`config.mk`:
```
export PLATFORM = sky130hd
export DESIGN_NAME = rsa_modexp_unit_flat
export DESIGN_NICKNAME = d
export VERILOG_FILES = /design/src/rtl/rsa_pkg.sv /design/src/rtl/rsa_modexp_unit_if.sv /design/src/rtl/mont_mul_serial.sv /design/src/rtl/rsa_modexp_unit.sv /design/src/flat_wrapper.sv
export SDC_FILE = /design/constraint.sdc
export NUM_CORES = 1
export LEC_CHECK = 0
export BUFFER_PORTS_ARGS = -buffer_cell sky130_fd_sc_hd__buf_2
export CAP_MARGIN = 20
export CORE_ASPECT_RATIO = 1.25
export CORE_MARGIN = 2
export CORE_UTILIZATION = 50
export DETAILED_ROUTE_END_ITERATION = 8
export PLACE_DENSITY = 0.68
export RECOVER_POWER = 100
export SLEW_MARGIN = 5
export SYNTH_ARGS = -nofsm -noshare
export SYNTH_HDL_FRONTEND = slang
export SYNTH_HIERARCHICAL = 1
export SYNTH_SLANG_ARGS = --single-unit
```
`constraint.sdc`:
```
create_clock -name clk -period 5.5 [get_ports clk]
set_input_delay 0.275 -clock clk [delete_from_list [all_inputs] [get_ports clk]]
set_output_delay 0.275 -clock clk [all_outputs]
set_load 0.02 [all_outputs]
```
`src/rtl/rsa_pkg.sv`:
```
// Shared types and timing helpers for the RSA modular-exponentiation unit.
package rsa_pkg;

  typedef enum logic [2:0] {
    IDLE,
    CONV_P,
    CONV_1,
    SQR,
    MUL,
    FROM_MONT,
    FIX,
    DONE
  } state_t;

  // Cycles per Montgomery multiply: one load plus width+2 serial iterations.
  function automatic int mmm_cycles(input int width);
    return width + 3;
  endfunction

endpackage

```
`src/rtl/rsa_modexp_unit_if.sv`:
```
// Request/response bundle between the register front end and the modexp unit.
interface rsa_modexp_unit_if #(
  parameter int WIDTH     = 8,
  parameter int EXP_WIDTH = WIDTH
);
  logic                 ena;
  logic                 clear;
  logic                 start;
  logic [WIDTH-1:0]     P;
  logic [EXP_WIDTH-1:0] E;
  logic [WIDTH-1:0]     M;
  logic [WIDTH-1:0]     R2;
  logic [WIDTH-1:0]     C;
  logic                 busy;
  logic                 done;
  logic                 err;

  modport master (
    output ena, clear, start, P, E, M, R2,
    input  C, busy, done, err
  );

  modport slave (
    input  ena, clear, start, P, E, M, R2,
    output C, busy, done, err
  );
endinterface

```
`src/rtl/mont_mul_serial.sv`:
```
// Bit-serial Montgomery multiplier: R = A*B*2^-(WIDTH+2) mod M, result < 2M.
// done is high during the final iteration; R carries that iteration's result combinationally.
module mont_mul_serial #(
  parameter int WIDTH = 8
) (
  input  logic             clk,
  input  logic             rst,
  input  logic             ena,
  input  logic             clear,
  input  logic             start,
  input  logic [WIDTH+1:0] A,
  input  logic [WIDTH+1:0] B,
  input  logic [WIDTH-1:0] M,
  output logic [WIDTH+1:0] R,
  output logic             done
);
  localparam int DW = WIDTH + 2;
  localparam int CW = $clog2(DW);

  logic [DW-1:0]    a_sh;
  logic [DW-1:0]    b_reg;
  logic [DW-1:0]    acc;
  logic [WIDTH-1:0] m_reg;
  logic [CW-1:0]    cnt;
  logic             running;
  logic [DW:0]      sum_ab;
  logic [DW:0]      sum_m;

  // acc stays below M+B < 3M, so one extra bit covers the pre-shift sum.
  always_comb begin
    sum_ab = {1'b0, acc} + (a_sh[0] ? {1'b0, b_reg} : '0);
    sum_m  = sum_ab + (sum_ab[0] ? {3'b000, m_reg} : '0);
    R      = sum_m[DW:1];
  end

  assign done = running && (cnt == CW'(DW - 1));

  always_ff @(posedge clk or posedge rst) begin
    if (rst) begin
      a_sh    <= '0;
      b_reg   <= '0;
      m_reg   <= '0;
      acc     <= '0;
      cnt     <= '0;
      running <= 1'b0;
    end else if (clear) begin
      acc     <= '0;
      cnt     <= '0;
      running <= 1'b0;
    end else if (ena) begin
      if (start) begin
        a_sh    <= A;
        b_reg   <= B;
        m_reg   <= M;
        acc     <= '0;
        cnt     <= '0;
        running <= 1'b1;
      end else if (running) begin
        if (done) begin
          running <= 1'b0;
        end else begin
          acc  <= R;
          a_sh <= a_sh >> 1;
          cnt  <= cnt + CW'(1);
        end
      end
    end
  end

endmodule

```
`src/rtl/rsa_modexp_unit.sv`:
```
// C = P^E mod M via one time-shared Montgomery multiplier, left-to-right exponent scan.
//   state     | meaning
//   IDLE      | waiting for start, operands captured on accept
//   CONV_P    | Pb = MMM(P, R2); even M jumps straight to DONE
//   CONV_1    | X = MMM(1, R2); then X = Pb unless E == 0
//   SQR       | X = MMM(X, X) for current bit
//   MUL       | X = MMM(X, Pb) when current bit is set
//   FROM_MONT | X = MMM(X, 1)
//   FIX       | final conditional subtract of M
//   DONE      | publish C/err, pulse done
module rsa_modexp_unit
  import rsa_pkg::*;
#(
  parameter int WIDTH     = 8,
  parameter int EXP_WIDTH = WIDTH
) (
  input logic               clk,
  input logic               rst,
  rsa_modexp_unit_if.slave  bus
);
  localparam int DW = WIDTH + 2;
  localparam int IW = (EXP_WIDTH > 1) ? $clog2(EXP_WIDTH) : 1;

  state_t               state;
  logic [WIDTH-1:0]     p_reg;
  logic [WIDTH-1:0]     m_reg;
  logic [WIDTH-1:0]     r2_reg;
  logic [EXP_WIDTH-1:0] e_reg;
  logic [IW-1:0]        bit_idx;
  logic [IW-1:0]        lead_idx;
  logic                 e_zero;
  logic                 err_flag;
  logic [DW-1:0]        x;
  logic [DW-1:0]        pb;
  logic                 mm_start;
  logic [DW-1:0]        mm_a;
  logic [DW-1:0]        mm_b;
  logic [DW-1:0]        mm_r;
  logic                 mm_done;
  logic [WIDTH-1:0]     c_q;
  logic                 busy_q;
  logic                 done_q;
  logic                 err_q;

  assign bus.C    = c_q;
  assign bus.busy = busy_q;
  assign bus.done = done_q;
  assign bus.err  = err_q;

  always_comb begin
    lead_idx = '0;
    for (int i = 0; i < EXP_WIDTH; i++)
      if (bus.E[i]) lead_idx = IW'(i);
  end

  always_comb begin
    mm_a = x;
    mm_b = x;
    case (state)
      CONV_P:    begin mm_a = DW'(p_reg); mm_b = DW'(r2_reg); end
      CONV_1:    begin mm_a = DW'(1);     mm_b = DW'(r2_reg); end
      MUL:       mm_b = pb;
      FROM_MONT: mm_b = DW'(1);
      default:   ;
    endcase
  end

  mont_mul_serial #(.WIDTH(WIDTH)) u_mont (
    .clk   (clk),
    .rst   (rst),
    .ena   (bus.ena),
    .clear (bus.clear),
    .start (mm_start),
    .A     (mm_a),
    .B     (mm_b),
    .M     (m_reg),
    .R     (mm_r),
    .done  (mm_done)
  );

  // Each op's final edge also queues the next load, so ops chain back to back.
  always_ff @(posedge clk or posedge rst) begin
    if (rst) begin
      state    <= IDLE;
      p_reg    <= '0;
      m_reg    <= '0;
      r2_reg   <= '0;
      e_reg    <= '0;
      bit_idx  <= '0;
      e_zero   <= 1'b0;
      err_flag <= 1'b0;
      x        <= '0;
      pb       <= '0;
      mm_start <= 1'b0;
      c_q      <= '0;
      busy_q   <= 1'b0;
      done_q   <= 1'b0;
      err_q    <= 1'b0;
    end else if (bus.clear) begin
      state    <= IDLE;
      mm_start <= 1'b0;
      c_q      <= '0;
      busy_q   <= 1'b0;
      done_q   <= 1'b0;
      err_q    <= 1'b0;
    end else if (bus.ena) begin
      done_q   <= 1'b0;
      mm_start <= 1'b0;
      case (state)
        IDLE: if (bus.start) begin
          p_reg    <= bus.P;
          e_reg    <= bus.E;
          m_reg    <= bus.M;
          r2_reg   <= bus.R2;
          bit_idx  <= lead_idx;
          e_zero   <= (bus.E == '0);
          err_flag <= ~bus.M[0];
          mm_start <= bus.M[0];
          busy_q   <= 1'b1;
          state    <= CONV_P;
        end
        CONV_P: begin
          if (err_flag) begin
            state <= DONE;
          end else if (mm_done) begin
            pb       <= mm_r;
            mm_start <= 1'b1;
            state    <= CONV_1;
          end
        end
        CONV_1: if (mm_done) begin
          mm_start <= 1'b1;
          if (e_zero) begin
            x     <= mm_r;
            state <= FROM_MONT;
          end else begin
            x <= pb;
            if (bit_idx == '0) begin
              state <= FROM_MONT;
            end else begin
              bit_idx <= bit_idx - IW'(1);
              state   <= SQR;
            end
          end
        end
        SQR: if (mm_done) begin
          x        <= mm_r;
          mm_start <= 1'b1;
          if (e_reg[bit_idx]) begin
            state <= MUL;
          end else if (bit_idx == '0) begin
            state <= FROM_MONT;
          end else begin
            bit_idx <= bit_idx - IW'(1);
            state   <= SQR;
          end
        end
        MUL: if (mm_done) begin
          x        <= mm_r;
          mm_start <= 1'b1;
          if (bit_idx == '0) begin
            state <= FROM_MONT;
          end else begin
            bit_idx <= bit_idx - IW'(1);
            state   <= SQR;
          end
        end
        FROM_MONT: if (mm_done) begin
          x     <= mm_r;
          state <= FIX;
        end
        FIX: begin
          x     <= (x >= DW'(m_reg)) ? (x - DW'(m_reg)) : x;
          state <= DONE;
        end
        DONE: begin
          c_q    <= err_flag ? '0 : x[WIDTH-1:0];
          err_q  <= err_flag;
          done_q <= 1'b1;
          busy_q <= 1'b0;
          state  <= IDLE;
        end
        default: state <= IDLE;
      endcase
    end
  end

endmodule

```
`src/flat_wrapper.sv`:
```
// flat-port wrapper written by rule: the top's interface ports become plain ports
module rsa_modexp_unit_flat import rsa_pkg::*;
#(
  parameter int WIDTH     = 8,
  parameter int EXP_WIDTH = WIDTH
)
  (clk, rst, bus_ena, bus_clear, bus_start, bus_P, bus_E, bus_M, bus_R2, bus_C, bus_busy, bus_done, bus_err);
  rsa_modexp_unit_if #(.WIDTH(WIDTH), .EXP_WIDTH(EXP_WIDTH)) bus_i ();
  input logic clk;
  input logic rst;
  input wire logic [$bits(bus_i.ena)-1:0] bus_ena;
  input wire logic [$bits(bus_i.clear)-1:0] bus_clear;
  input wire logic [$bits(bus_i.start)-1:0] bus_start;
  input wire logic [$bits(bus_i.P)-1:0] bus_P;
  input wire logic [$bits(bus_i.E)-1:0] bus_E;
  input wire logic [$bits(bus_i.M)-1:0] bus_M;
  input wire logic [$bits(bus_i.R2)-1:0] bus_R2;
  output wire logic [$bits(bus_i.C)-1:0] bus_C;
  output wire logic [$bits(bus_i.busy)-1:0] bus_busy;
  output wire logic [$bits(bus_i.done)-1:0] bus_done;
  output wire logic [$bits(bus_i.err)-1:0] bus_err;
  assign bus_i.ena = bus_ena;
  assign bus_i.clear = bus_clear;
  assign bus_i.start = bus_start;
  assign bus_i.P = bus_P;
  assign bus_i.E = bus_E;
  assign bus_i.M = bus_M;
  assign bus_i.R2 = bus_R2;
  assign bus_C = bus_i.C;
  assign bus_busy = bus_i.busy;
  assign bus_done = bus_i.done;
  assign bus_err = bus_i.err;
  rsa_modexp_unit #(.WIDTH(WIDTH), .EXP_WIDTH(EXP_WIDTH)) u_core (.clk(clk), .rst(rst), .bus(bus_i));
endmodule
```
* Yosys cells after proc, flatten, opt, wreduce, memory -nomap -nowiden
Cells that the tools add are included.
Storage, ports and cells: register bits after elaboration 115, output and inout bits 11
Cells by class: add/subtract/negate cells 5, magnitude comparators 2, equal/unequal tests 24, mux-type cells 77, bitwise operators 3, reductions and logical operators 24
Operator list (number):
- $mux 10 | 13
- $mux 3 | 23
- $pmux 10 s3 | 2
- $mux 8 | 5
- $pmux 3 s8 | 1
- $mux 1 | 21
- $mux 4 | 5
- $pmux 10 s2 | 1
- $ne 3x2->1 const B | 5
- $eq 3x3->1 const B | 4
- $ne 2x1->1 const B | 6
- $pmux 3 s4 | 1
- $add 10x11->11 | 1
- $add 11x8->11 | 1
- $ge 10x8->1 | 1
- $sub 10x8->10 | 1
- $reduce_and 3->1 | 3
- $reduce_and 9->1 | 1
- $reduce_bool 3->1 | 3
- $logic_not 8->1 | 1
- $reduce_and 4->1 | 2
- $reduce_and 7->1 | 1
- $eq 3x2->1 const B | 2
- $logic_not 3->1 | 2
- other kinds (21) | 29

* Longest topological paths before layout
Gate-level depths: netlist of run 1.
depth after elaboration 9, gate-level depth with buffers 19, gate-level depth less buffers 18

* Cells and area by module
The synthesis of run 1 kept the hierarchy.
By module, submodules not included:
- rsa_modexp_unit | times used 1, cells each 491, area each 4650.7 µm², seq. area each 1801.7 µm²
- mont_mul_serial | times used 1, cells each 256, area each 2650.0 µm², seq. area each 1076.0 µm²

* Worst setup path before layout of run 1
OpenSTA, ideal clock, no wires.
path type reg2reg, from register u_core.u_mont.a_sh[0], to register u_core.x[9], setup time 122 ps, arrival time 3843 ps, setup slack 1535 ps, cell stages (with the launch flop) 20, buffers on the path 1, clock period less this slack 3965 ps, cells stage by stage dfrtp_1 clkbuf_1 and2_1 ha_1 and2_1 a221oi_1 nand2_1 and2_1 o21a_1 nor2_1 xnor2_1 ha_1 a31o_2 nand2_1 or3_1 a32o_1 nor2_1 o221ai_1 a32o_1 a32o_1
On the way: longest elaborated chain between the ends 7, elaborated cells on any way between the ends 8
Ends and longest elaborated chain:
- start, declared | RTL line mont_mul_serial.sv:20 | logic [DW-1:0] a_sh;
- start signal, assigned | RTL line mont_mul_serial.sv:63 | a_sh <= a_sh >> 1;
- $mux 10 (*) | RTL line mont_mul_serial.sv:31 | sum_ab = {1'b0, acc} + (a_sh[0] ? {1'b0, b_reg} : '0);
- $add 10x11->11 (*) | RTL line mont_mul_serial.sv:31
- $mux 8 | RTL line mont_mul_serial.sv:32 | sum_m = sum_ab + (sum_ab[0] ? {3'b000, m_reg} : '0);
- $add 11x8->11 (*) | RTL line mont_mul_serial.sv:32
- named net u_core.mm_r[9] | RTL line rsa_modexp_unit.sv:38 | logic [DW-1:0] mm_r;
- $mux 10 | RTL line rsa_modexp_unit.sv:133 | if (e_zero) begin
- $mux 10 | RTL line rsa_modexp_unit.sv:131 | CONV_1: if (mm_done) begin
- $pmux 10 s3 (*) | RTL line rsa_modexp_unit.sv:109 | case (state)
- end signal, assigned | RTL line rsa_modexp_unit.sv:134 | x <= mm_r;
- end signal, assigned | RTL line rsa_modexp_unit.sv:137 | x <= pb;
- end signal, assigned | RTL line rsa_modexp_unit.sv:147 | x <= mm_r;
- end, declared | RTL line rsa_modexp_unit.sv:33 | logic [DW-1:0] x;
The timed path passes the listed nets; every way through them passes the cells marked *. The select of a mux whose other input is x is not followed. A chain may end at the register's enable or synchronous reset.

* Worst setup path after layout of run 1
from register u_core.state[1], to register u_core.r2_reg[7]
On the way: longest elaborated chain between the ends 2
Ends and longest elaborated chain:
- start, declared | RTL line rsa_modexp_unit.sv:24 | state_t state;
- start signal, assigned | RTL line rsa_modexp_unit.sv:84 | state <= IDLE;
- start signal, assigned | RTL line rsa_modexp_unit.sv:100 | state <= IDLE;
- start signal, assigned | RTL line rsa_modexp_unit.sv:120 | state <= CONV_P;
- $logic_not 3->1 | RTL line rsa_modexp_unit.sv:109
- $reduce_and 4->1 (no source line)
- end signal, assigned | RTL line rsa_modexp_unit.sv:114 | r2_reg <= bus.R2;
- end, declared | RTL line rsa_modexp_unit.sv:27 | logic [WIDTH-1:0] r2_reg;
No other way between the ends.

==> impl_results.html, run 1 <==
<table>
<tr><th>Metric</th><th>Value</th></tr>
<tr><th colspan="2">Logic synthesis</th></tr>
<tr><td>Cells after Synth</td><td>747</td></tr>
<tr><td>Cell area after technology mapping</td><td>7300 um^2</td></tr>
<tr><td>Async set-reset flop share out of synthesis</td><td>100%</td></tr>
<tr><td>Cells taking the most area after synthesis</td><td>sky130_fd_sc_hd__dfrtp_1 39%, sky130_fd_sc_hd__mux2_1 6.0%, sky130_fd_sc_hd__ha_1 5.0%, sky130_fd_sc_hd__a22o_1 3.6%, sky130_fd_sc_hd__nand2_1 3.1%</td></tr>
<tr><td>Count of yosys warnings during synthesis</td><td>6</td></tr>
<tr><td>Number of synthesized register bits</td><td>115</td></tr>
<tr><td>Top FF cell, synth</td><td>sky130_fd_sc_hd__dfrtp_1</td></tr>
<tr><td>Synth Net Count</td><td>816</td></tr>
<tr><td>Biggest area consumer among synthesized cells</td><td>sky130_fd_sc_hd__dfrtp_1</td></tr>
<tr><td>Cell with the most instances after synthesis</td><td>sky130_fd_sc_hd__dfrtp_1</td></tr>
<tr><td>Avg Inst Size Synth</td><td>9.77 um^2</td></tr>
<tr><td>Share of the yosys chip area belonging to registers</td><td>39.4%</td></tr>
<tr><td>Most used standard cells in the synthesized netlist</td><td>115 x sky130_fd_sc_hd__dfrtp_1, 61 x sky130_fd_sc_hd__nand2_1, 53 x sky130_fd_sc_hd__nor2_1, 41 x sky130_fd_sc_hd__a21oi_1, 39 x sky130_fd_sc_hd__mux2_1</td></tr>
<tr><td>Synth cell types</td><td>74</td></tr>
<tr><td>Fraction of synthesized cell area taken by the top area cell type</td><td>approximately two fifths</td></tr>
<tr><td>EDFF count, synth</td><td>0</td></tr>
<tr><th colspan="2">Final layout</th></tr>
<tr><td>Diodes inserted</td><td>0</td></tr>
<tr><td>Number of nets in the layout</td><td>852</td></tr>
<tr><td>Share of final-layout standard cells stronger than drive strength 1</td><td>12.8%</td></tr>
<tr><td>Final-layout fill cell count</td><td>approximately 1300</td></tr>
<tr><td>Area added between synthesis and finish</td><td>11.8%</td></tr>
<tr><th colspan="2">Critical path</th></tr>
<tr><td>Cell occurring most often along the worst timing path</td><td>sky130_fd_sc_hd__clkbuf_1</td></tr>
<tr><td>Critical R2R Launch</td><td>u_core/state[1]</td></tr>
<tr><td>Critical path cell sequence</td><td>clkbuf_1 -&gt; nor2_1 -&gt; and3_1 -&gt; nand2_1 -&gt; clkbuf_1 -&gt; mux2_1</td></tr>
<tr><td>Sort of element at the end of the critical path</td><td>flop</td></tr>
<tr><td>Slowest cell on the critical path</td><td>sky130_fd_sc_hd__clkbuf_1</td></tr>
<tr><td>Arr. time, crit path</td><td>5.05 ns</td></tr>
<tr><td>Required time at the worst-slack endpoint</td><td>5.79 ns</td></tr>
<tr><td>Critical Path Start Type</td><td>flop</td></tr>
<tr><td>Setup crit start</td><td>u_core/state[1]</td></tr>
<tr><td>Path type of the worst setup path</td><td>reg2reg</td></tr>
<tr><td>Largest fanout on the critical path</td><td>37</td></tr>
<tr><td>Worst Path Buf+Inv</td><td>2</td></tr>
<tr><td>Largest stage delay on the critical path</td><td>1.53 ns</td></tr>
<tr><td>Top cell family by delay on the critical path</td><td>buffers and inverters</td></tr>
<tr><th colspan="2">Power</th></tr>
<tr><td>Power Internal</td><td>2.08 mW</td></tr>
<tr><td>Peak ir drop on the vdd network</td><td>0.000237 V</td></tr>
<tr><td>Clk network pwr share</td><td>34.2%</td></tr>
<tr><td>Share of total power consumed by net switching</td><td>34.0%</td></tr>
<tr><td>Sw Pwr</td><td>1.07 mW</td></tr>
<tr><td>Fraction of power consumed by sequential logic</td><td>37.5%</td></tr>
<tr><td>Leakage</td><td>roughly 3.7 nW</td></tr>
<tr><td>PwrDens</td><td>386 nW/um^2</td></tr>
<tr><td>Portion of total power attributed to combinational logic</td><td>28.3%</td></tr>
<tr><th colspan="2">STA</th></tr>
<tr><td>Count of final setup violators</td><td>0</td></tr>
<tr><td>Unrepaired setup endpoints after global routing</td><td>no</td></tr>
<tr><td>Final worst path period need</td><td>4.76 ns</td></tr>
<tr><td>Skew final</td><td>0.00785 ns</td></tr>
<tr><td>Ratio of final minimum period to clock period</td><td>86.6%</td></tr>
<tr><td>Total count of max-transition violations in the final report</td><td>155</td></tr>
<tr><td>Relative max-transition margin</td><td>-160%</td></tr>
<tr><td>Hold violation count in the final report</td><td>0</td></tr>
<tr><td>Final sum of negative setup slack</td><td>0 ns</td></tr>
<tr><td>Transition time at the pin with the least slew margin</td><td>slightly below 4 ns</td></tr>
<tr><td>Post-route worst setup slack</td><td>roughly 0.74 ns</td></tr>
<tr><td>Achievable frequency</td><td>0.210 GHz</td></tr>
<tr><td>Worst Hold Slack</td><td>between 0.06 and 0.07 ns</td></tr>
<tr><th colspan="2">Global route</th></tr>
<tr><td>Initial antenna violation count</td><td>0</td></tr>
<tr><td>Number of global-route vias before repair</td><td>6150</td></tr>
<tr><td>Global-route wire length before repair</td><td>31.5 mm</td></tr>
<tr><td>Maximum number of pins on one net before global-route repair</td><td>73</td></tr>
<tr><td>Gr usage total</td><td>25.5%</td></tr>
<tr><td>GRT overflow</td><td>0</td></tr>
<tr><th colspan="2">Run status</th></tr>
<tr><td>Status</td><td>finished, violations left</td></tr>
<tr><td>Violations in the final reports</td><td>capacitance limit, slew limit</td></tr>
<tr><th colspan="2">Route</th></tr>
<tr><td>Detailed-route vias per instance</td><td>6.21</td></tr>
<tr><td>Antenna Violating Nets Remaining</td><td>0</td></tr>
<tr><td>Per-cell routed wire length</td><td>19.9 um</td></tr>
<tr><td>Vias</td><td>6040</td></tr>
<tr><td>Routed Wire Length</td><td>roughly 19 mm</td></tr>
<tr><td># DRC</td><td>0</td></tr>
<tr><td>First-pass iteration count of the detailed router</td><td>5</td></tr>
<tr><td>DRC marker count from the first detailed-route iteration</td><td>about 350</td></tr>
<tr><th colspan="2">CTS</th></tr>
<tr><td>TritonCTS clock tree</td><td>built</td></tr>
<tr><td>Clock tree buffer depth</td><td>2</td></tr>
<tr><td>Number of hold-repair buffers added at the cts stage</td><td>0</td></tr>
<tr><td>Maximum level of the CTS H-tree</td><td>4</td></tr>
<tr><td>CTS buffer count</td><td>17</td></tr>
<tr><td>Post-CTS Resized</td><td>0</td></tr>
<tr><td>Clock slew at reported path FFs</td><td>roughly 0.06 ns</td></tr>
<tr><td>Clk sinks</td><td>115</td></tr>
<tr><td>Cell chosen for the clock root</td><td>sky130_fd_sc_hd__clkbuf_16</td></tr>
<tr><td>Clock latency at the later pin of the worst-skew pair</td><td>0.42 ns</td></tr>
<tr><td>Setup Fix Bufs, Post-CTS</td><td>0</td></tr>
<tr><th colspan="2">Die</th></tr>
<tr><td>Top-level I/O count</td><td>48</td></tr>
<tr><td>Count of standard-cell rows</td><td>around 50</td></tr>
<tr><td>Starting density of the core</td><td>about half</td></tr>
<tr><td>Die outline height</td><td>139 um</td></tr>
<tr><td>Die area</td><td>15600 um^2</td></tr>
<tr><td>Core region area</td><td>between 10000 and 15000 um^2</td></tr>
<tr><td>X dimension of the die</td><td>112 um</td></tr>
<tr><th colspan="2">Placement</th></tr>
<tr><td>IO Port Bufs</td><td>47</td></tr>
<tr><td>Routability Congestion</td><td>0.927</td></tr>
<tr><td>Setup WS pre-CTS</td><td>about 1.2 ns</td></tr>
<tr><td>Half-perimeter wire length after detailed placement</td><td>roughly 14 mm</td></tr>
<tr><th colspan="2">Hold path</th></tr>
<tr><td>Worst hold path type</td><td>in2reg</td></tr>
<tr><td>Hold path startpoint</td><td>bus_M[4]</td></tr>
<tr><th colspan="2">Run</th></tr>
<tr><td>MaxCap Viol Count</td><td>3</td></tr>
</table>
[per-stage QoR]
step,power [mW],cells,area [um^2],utilization (%)
2_1_floorplan,1.81,747,7300,-
6_report,3.15,972,8160,56.9
3_5_place_dp,2.07,940,7640,53.3
3_3_place_gp,2.04,940,7640,53.3
5_1_grt,3.31,972,8160,56.9
4_1_cts,3.16,970,8220,57.3
[power groups by stage]
stage               clock [mW]  sequential, mW  combinational, mW
finish                    1.08            1.18              0.889
CTS                       1.09            1.18              0.885
floorplan                    0            1.12              0.690
detailed placement           0            1.19              0.881
global placement             0            1.18              0.855
global route              1.13            1.20              0.980
[per-layer routing]
layer	wire, um	track usage (%)	up-vias
li1	-	-	2835
met1	8120	32.2	2937
met2	9470	41.7	217
met3	966	5.03	51
met4	801	12.5	0
met5	0	0	-
[final cells by class]
cell class | count | area, um^2 | area share (%)
multi-input combinational | 564 | 4100 | 50.3
sequential | 115 | 2880 | 35.3
clock buffer | 18 | 439 | 5.38
timing repair buffer | 55 | 272 | 3.33
tap | 178 | 223 | 2.73
clock inverter | 12 | 135 | 1.66
inverter | 30 | 113 | 1.38
[path summary, 6_finish.rpt]
| path | to | slack [ns] | depth (start not counted) |
|---|---|---|---|
| max | u_core/r2_reg[7] | 0.74 | 6 |
| min in group asynchronous | u_core/u_mont/a_sh[4] | 0.71 | 3 |
| min | u_core/m_reg[4] | 0.07 | 2 |
| max reg2reg | u_core/r2_reg[7] | 0.74 | 6 |
| max in group asynchronous | u_core/pb[7] | 1.94 | 3 |
| min reg2reg | u_core/e_reg[5] | 0.49 | 1 |
[cells by family after synthesis]
kind of cell,count (synthesis),synth area share (%)
multiplexers,80,13.1
AND/OR/NAND/NOR,211,14.2
adder cells (fa/ha/maj),32,5.79
flip-flops,115,39.4
buffers and inverters,68,3.82
AO/OA/AOI/OAI,225,21.7
XOR/XNOR,16,1.92
[cells in the final DEF, fill, tap and decap left out, types with 4 or more instances in the layout]
cell	synthesis	final
sky130_fd_sc_hd__inv_1	28	27
sky130_fd_sc_hd__nand4_1	7	7
sky130_fd_sc_hd__o21a_1	4	4
sky130_fd_sc_hd__ha_1	29	29
sky130_fd_sc_hd__a21oi_1	41	41
sky130_fd_sc_hd__dfrtp_1	115	115
sky130_fd_sc_hd__mux2_1	39	46
sky130_fd_sc_hd__xor2_1	6	6
sky130_fd_sc_hd__a22oi_1	17	17
sky130_fd_sc_hd__o211ai_1	12	12
sky130_fd_sc_hd__nand3b_1	4	4
sky130_fd_sc_hd__a22o_1	30	30
sky130_fd_sc_hd__mux2_2	19	19
sky130_fd_sc_hd__nor2b_1	20	20
sky130_fd_sc_hd__and2_1	22	20
sky130_fd_sc_hd__a2bb2oi_1	4	4
sky130_fd_sc_hd__a31oi_1	4	4
sky130_fd_sc_hd__a21o_1	7	7
sky130_fd_sc_hd__o31ai_1	5	5
sky130_fd_sc_hd__buf_2	10	35
sky130_fd_sc_hd__xnor2_1	10	10
sky130_fd_sc_hd__nand2b_1	9	9
sky130_fd_sc_hd__o221ai_1	10	10
sky130_fd_sc_hd__o21ai_0	36	45
sky130_fd_sc_hd__clkbuf_16	0	17
sky130_fd_sc_hd__mux2i_1	11	11
sky130_fd_sc_hd__clkinvlp_4	0	4
sky130_fd_sc_hd__clkbuf_1	24	16
sky130_fd_sc_hd__a211oi_1	7	8
sky130_fd_sc_hd__nand3_1	13	13
sky130_fd_sc_hd__nand2_1	61	61
sky130_fd_sc_hd__nor2_1	53	53
sky130_fd_sc_hd__nor3_1	7	9
Power figures use the tool's default switching activity.
==> run 2: changes to the inputs <==
Settings changed: SYNTH_HIERARCHICAL 1 to default.
==> impl_results.html, run 2 <==
<table>
<tr><th>Metric</th><th>Value</th></tr>
<tr><th colspan="2">Final layout</th></tr>
<tr><td>Diodes inserted</td><td>0</td></tr>
<tr><td>Share of final-layout standard cells stronger than drive strength 1</td><td>roughly 15%</td></tr>
<tr><td>Area added between synthesis and finish</td><td>13.3%</td></tr>
<tr><td>Top library cells by usage in the layout, fill and taps aside</td><td>115 x sky130_fd_sc_hd__dfrtp_1, 81 x sky130_fd_sc_hd__nand2_1, 69 x sky130_fd_sc_hd__o21ai_0, 52 x sky130_fd_sc_hd__nor2_1, 42 x sky130_fd_sc_hd__a21oi_1</td></tr>
<tr><td>Most frequent standard cell in the layout excluding fill and tap cells</td><td>sky130_fd_sc_hd__dfrtp_1</td></tr>
<tr><td>Number of nets in the layout</td><td>819</td></tr>
<tr><td>Final-layout fill cell count</td><td>1180</td></tr>
<tr><th colspan="2">Logic synthesis</th></tr>
<tr><td>Async set-reset flop share out of synthesis</td><td>100%</td></tr>
<tr><td>Cell with the most instances after synthesis</td><td>sky130_fd_sc_hd__dfrtp_1</td></tr>
<tr><td>EDFF count, synth</td><td>0</td></tr>
<tr><td>Most used standard cells in the synthesized netlist</td><td>115 x sky130_fd_sc_hd__dfrtp_1, 81 x sky130_fd_sc_hd__nand2_1, 56 x sky130_fd_sc_hd__o21ai_0, 51 x sky130_fd_sc_hd__nor2_1, 42 x sky130_fd_sc_hd__a21oi_1</td></tr>
<tr><td>Count of yosys warnings during synthesis</td><td>0</td></tr>
<tr><td>Synth cell types</td><td>75</td></tr>
<tr><td>Avg Inst Size Synth</td><td>9.51 um^2</td></tr>
<tr><td>Cells taking the most area after synthesis</td><td>sky130_fd_sc_hd__dfrtp_1 42%, sky130_fd_sc_hd__mux2_2 5.7%, sky130_fd_sc_hd__ha_1 5.4%, sky130_fd_sc_hd__nand2_1 4.5%, sky130_fd_sc_hd__o21ai_0 4.1%</td></tr>
<tr><td>Cell area after technology mapping</td><td>6770 um^2</td></tr>
<tr><td>Number of synthesized register bits</td><td>115</td></tr>
<tr><td>Biggest area consumer among synthesized cells</td><td>sky130_fd_sc_hd__dfrtp_1</td></tr>
<tr><td>Synth Net Count</td><td>781</td></tr>
<tr><td>Cells after Synth</td><td>about 710</td></tr>
<tr><td>Share of the yosys chip area belonging to registers</td><td>42.5%</td></tr>
<tr><td>Top FF cell, synth</td><td>sky130_fd_sc_hd__dfrtp_1</td></tr>
<tr><td>Fraction of synthesized cell area taken by the top area cell type</td><td>42.5%</td></tr>
<tr><th colspan="2">CTS</th></tr>
<tr><td>Clock slew at reported path FFs</td><td>0.05 ns</td></tr>
<tr><td>Post-CTS Resized</td><td>0</td></tr>
<tr><td>TritonCTS clock tree</td><td>built</td></tr>
<tr><td>Maximum level of the CTS H-tree</td><td>4</td></tr>
<tr><td>Number of hold-repair buffers added at the cts stage</td><td>0</td></tr>
<tr><td>CTS buffer count</td><td>17</td></tr>
<tr><td>Clock tree buffer depth</td><td>2</td></tr>
<tr><td>Clk sinks</td><td>115</td></tr>
<tr><td>Setup Fix Bufs, Post-CTS</td><td>0</td></tr>
<tr><td>Cell chosen for the clock root</td><td>sky130_fd_sc_hd__clkbuf_16</td></tr>
<tr><td>Clock latency at the later pin of the worst-skew pair</td><td>0.42 ns</td></tr>
<tr><th colspan="2">Critical path</th></tr>
<tr><td>Worst Path Buf+Inv</td><td>1</td></tr>
<tr><td>Arr. time, crit path</td><td>4.13 ns</td></tr>
<tr><td>Worst reg2reg path depth</td><td>17</td></tr>
<tr><td>Sort of element at the end of the critical path</td><td>flop</td></tr>
<tr><td>Path type of the worst setup path</td><td>reg2reg</td></tr>
<tr><td>Required time at the worst-slack endpoint</td><td>about 5.8 ns</td></tr>
<tr><td>Cell occurring most often along the worst timing path</td><td>sky130_fd_sc_hd__o21ai_0</td></tr>
<tr><td>Top cell family by delay on the critical path</td><td>compound AO/OA/AOI/OAI gates</td></tr>
<tr><td>Critical path cell sequence</td><td>and2_0 -&gt; ha_1 -&gt; inv_1 -&gt; fa_1 -&gt; nor2b_1 -&gt; o21ai_0 -&gt; o21ai_0 -&gt; nor2_1 -&gt; xnor2_1 -&gt; ha_1 -&gt; o21ai_0 -&gt; and2b_1 -&gt; a21oi_1 -&gt; o32a_1 -&gt; o211ai_1 -&gt; a31o_1 -&gt; a221o_1</td></tr>
<tr><td>Critical R2R Launch</td><td>u_core.u_mont.a_sh[0]</td></tr>
<tr><td>Largest stage delay on the critical path</td><td>0.50 ns</td></tr>
<tr><td>Largest fanout on the critical path</td><td>11</td></tr>
<tr><td>Slowest cell on the critical path</td><td>sky130_fd_sc_hd__dfrtp_1</td></tr>
<tr><td>Register-to-register setup slack</td><td>1.66 ns</td></tr>
<tr><td>Critical Path Start Type</td><td>flop</td></tr>
<tr><td>Reg-to-reg endpoint</td><td>u_core.x[9]</td></tr>
<tr><th colspan="2">Placement</th></tr>
<tr><td>Routability Congestion</td><td>0.884</td></tr>
<tr><td>Half-perimeter wire length after detailed placement</td><td>12.9 mm</td></tr>
<tr><td>Setup WS pre-CTS</td><td>1.74 ns</td></tr>
<tr><td>IO Port Bufs</td><td>47</td></tr>
<tr><th colspan="2">Die</th></tr>
<tr><td>Top-level I/O count</td><td>48</td></tr>
<tr><td>Count of standard-cell rows</td><td>47</td></tr>
<tr><td>Die outline height</td><td>134 um</td></tr>
<tr><td>X dimension of the die</td><td>approximately 110 um</td></tr>
<tr><td>Die area</td><td>14500 um^2</td></tr>
<tr><td>Core region area</td><td>13200 um^2</td></tr>
<tr><td>Starting density of the core</td><td>51.2%</td></tr>
<tr><th colspan="2">Route</th></tr>
<tr><td>DRC marker count from the first detailed-route iteration</td><td>592</td></tr>
<tr><td>Highest routed layer</td><td>met4</td></tr>
<tr><td>Met1 WL</td><td>7.32 mm</td></tr>
<tr><td>First-pass iteration count of the detailed router</td><td>6</td></tr>
<tr><td># DRC</td><td>0</td></tr>
<tr><td>Detailed-routed wire length on met3</td><td>882 um</td></tr>
<tr><td>Antenna Violating Nets Remaining</td><td>0</td></tr>
<tr><td>Routed met2 length</td><td>9.03 mm</td></tr>
<tr><td>Per-cell routed wire length</td><td>18.9 um</td></tr>
<tr><td>Vias</td><td>5686</td></tr>
<tr><td>Routed Wire Length</td><td>17.7 mm</td></tr>
<tr><td>Detailed-route vias per instance</td><td>6.09</td></tr>
<tr><th colspan="2">Global route</th></tr>
<tr><td>Initial antenna violation count</td><td>0</td></tr>
<tr><td>Global-route wire length before repair</td><td>about 29 mm</td></tr>
<tr><td>Number of global-route vias before repair</td><td>5663</td></tr>
<tr><td>Gr usage total</td><td>25.8%</td></tr>
<tr><td>Maximum number of pins on one net before global-route repair</td><td>62</td></tr>
<tr><td>GRT overflow</td><td>0</td></tr>
<tr><th colspan="2">STA</th></tr>
<tr><td>Final sum of negative setup slack</td><td>0 ns</td></tr>
<tr><td>Total count of max-transition violations in the final report</td><td>100</td></tr>
<tr><td>Unrepaired setup endpoints after global routing</td><td>no</td></tr>
<tr><td>Ratio of final minimum period to clock period</td><td>~70%</td></tr>
<tr><td>Skew final</td><td>0.00533 ns</td></tr>
<tr><td>Post-route worst setup slack</td><td>about 1.7 ns</td></tr>
<tr><td>Achievable frequency</td><td>0.261 GHz</td></tr>
<tr><td>Final worst path period need</td><td>3.84 ns</td></tr>
<tr><td>Hold violation count in the final report</td><td>0</td></tr>
<tr><td>Relative max-transition margin</td><td>-74.4%</td></tr>
<tr><td>Transition time at the pin with the least slew margin</td><td>~2.6 ns</td></tr>
<tr><td>Count of final setup violators</td><td>0</td></tr>
<tr><th colspan="2">Power</th></tr>
<tr><td>Peak ir drop on the vdd network</td><td>0.000290 V</td></tr>
<tr><td>Leakage</td><td>about 3.5 nW</td></tr>
<tr><td>PwrDens</td><td>476 nW/um^2</td></tr>
<tr><th colspan="2">Run status</th></tr>
<tr><td>Violations in the final reports</td><td>capacitance limit, slew limit</td></tr>
<tr><td>Status</td><td>finished, violations left</td></tr>
<tr><th colspan="2">Hold path</th></tr>
<tr><td>Worst hold path endpoint</td><td>u_core.m_reg[7]</td></tr>
<tr><td>Hold path startpoint</td><td>bus_M[7]</td></tr>
<tr><td>Instance count along the most critical hold path</td><td>2</td></tr>
<tr><td>Worst hold path type</td><td>in2reg</td></tr>
<tr><th colspan="2">Run</th></tr>
<tr><td>MaxCap Viol Count</td><td>2</td></tr>
</table>
## run 2: routing by layer
layer	track usage [%]	vias to the layer above
li1	-	2689
met1	33.6	2780
met2	42.7	183
met3	4.71	34
met4	10.1	0
met5	0	-
## run 2: worst max path at each step
stage,to,cells after the start,from
floorplan,u_core.x[9],18,u_core.u_mont.a_sh[0]
global placement,u_core.x[9],17,u_core.u_mont.a_sh[0]
detailed placement,u_core.x[9],17,u_core.u_mont.a_sh[0]
CTS,u_core.x[9],17,u_core.u_mont.a_sh[0]
global route,u_core.x[9],17,u_core.u_mont.a_sh[0]
finish,u_core.x[9],17,u_core.u_mont.a_sh[0]
## run 2: area by class of cell
class                   count  area (um^2)  share of cell area, %
well taps                 171          214                   2.79
multi-input cells         539         3650                   47.6
clock inverters            10          133                   1.73
clock buffers              22          454                   5.92
flip-flops and latches    115         2880                   37.5
inverters                  27          103                   1.34
repair buffers             50          240                   3.13
## run 2: stage by stage
stage	power, mW	util, %	instances	instance area [um^2]	hold slack [ns]
finish	3.66	58.0	934	7670	0.0767
global route	3.86	58.0	934	7670	0.0801
CTS	3.65	58.3	934	7720	0.0187
detailed placement	2.54	53.9	902	7130	0.466
global placement	2.50	53.9	902	7130	0.446
floorplan	2.16	-	712	6770	0.365
## run 2: worst register-to-register path: stages (launching register included)
cell and delay, ns:
sky130_fd_sc_hd__dfrtp_1 0.50, sky130_fd_sc_hd__and2_0 0.18, sky130_fd_sc_hd__ha_1 0.20, sky130_fd_sc_hd__inv_1 0.07, sky130_fd_sc_hd__fa_1 0.42, sky130_fd_sc_hd__nor2b_1 0.11
sky130_fd_sc_hd__o21ai_0 0.12, sky130_fd_sc_hd__o21ai_0 0.19, sky130_fd_sc_hd__nor2_1 0.07, sky130_fd_sc_hd__xnor2_1 0.13, sky130_fd_sc_hd__ha_1 0.36, sky130_fd_sc_hd__o21ai_0 0.13
sky130_fd_sc_hd__and2b_1 0.19, sky130_fd_sc_hd__a21oi_1 0.20, sky130_fd_sc_hd__o32a_1 0.19, sky130_fd_sc_hd__o211ai_1 0.09, sky130_fd_sc_hd__a31o_1 0.24, sky130_fd_sc_hd__a221o_1 0.33
## run 2: kinds of logic after synthesis
family          count (synthesis)  synth area share, %
flops                         115                 42.5
fa+ha+maj                      32                 6.24
mux                            48                 8.20
compound gates                235                 23.1
buf+inv                        58                 3.32
simple gates                  208                 14.6
xor+xnor                       16                 2.07
## run 2: where the power goes
part	total [mW]	switching, mW	internal, mW
combinational	1.22	0.706	0.519
sequential	1.33	0.245	1.08
clock	1.11	0.387	0.719
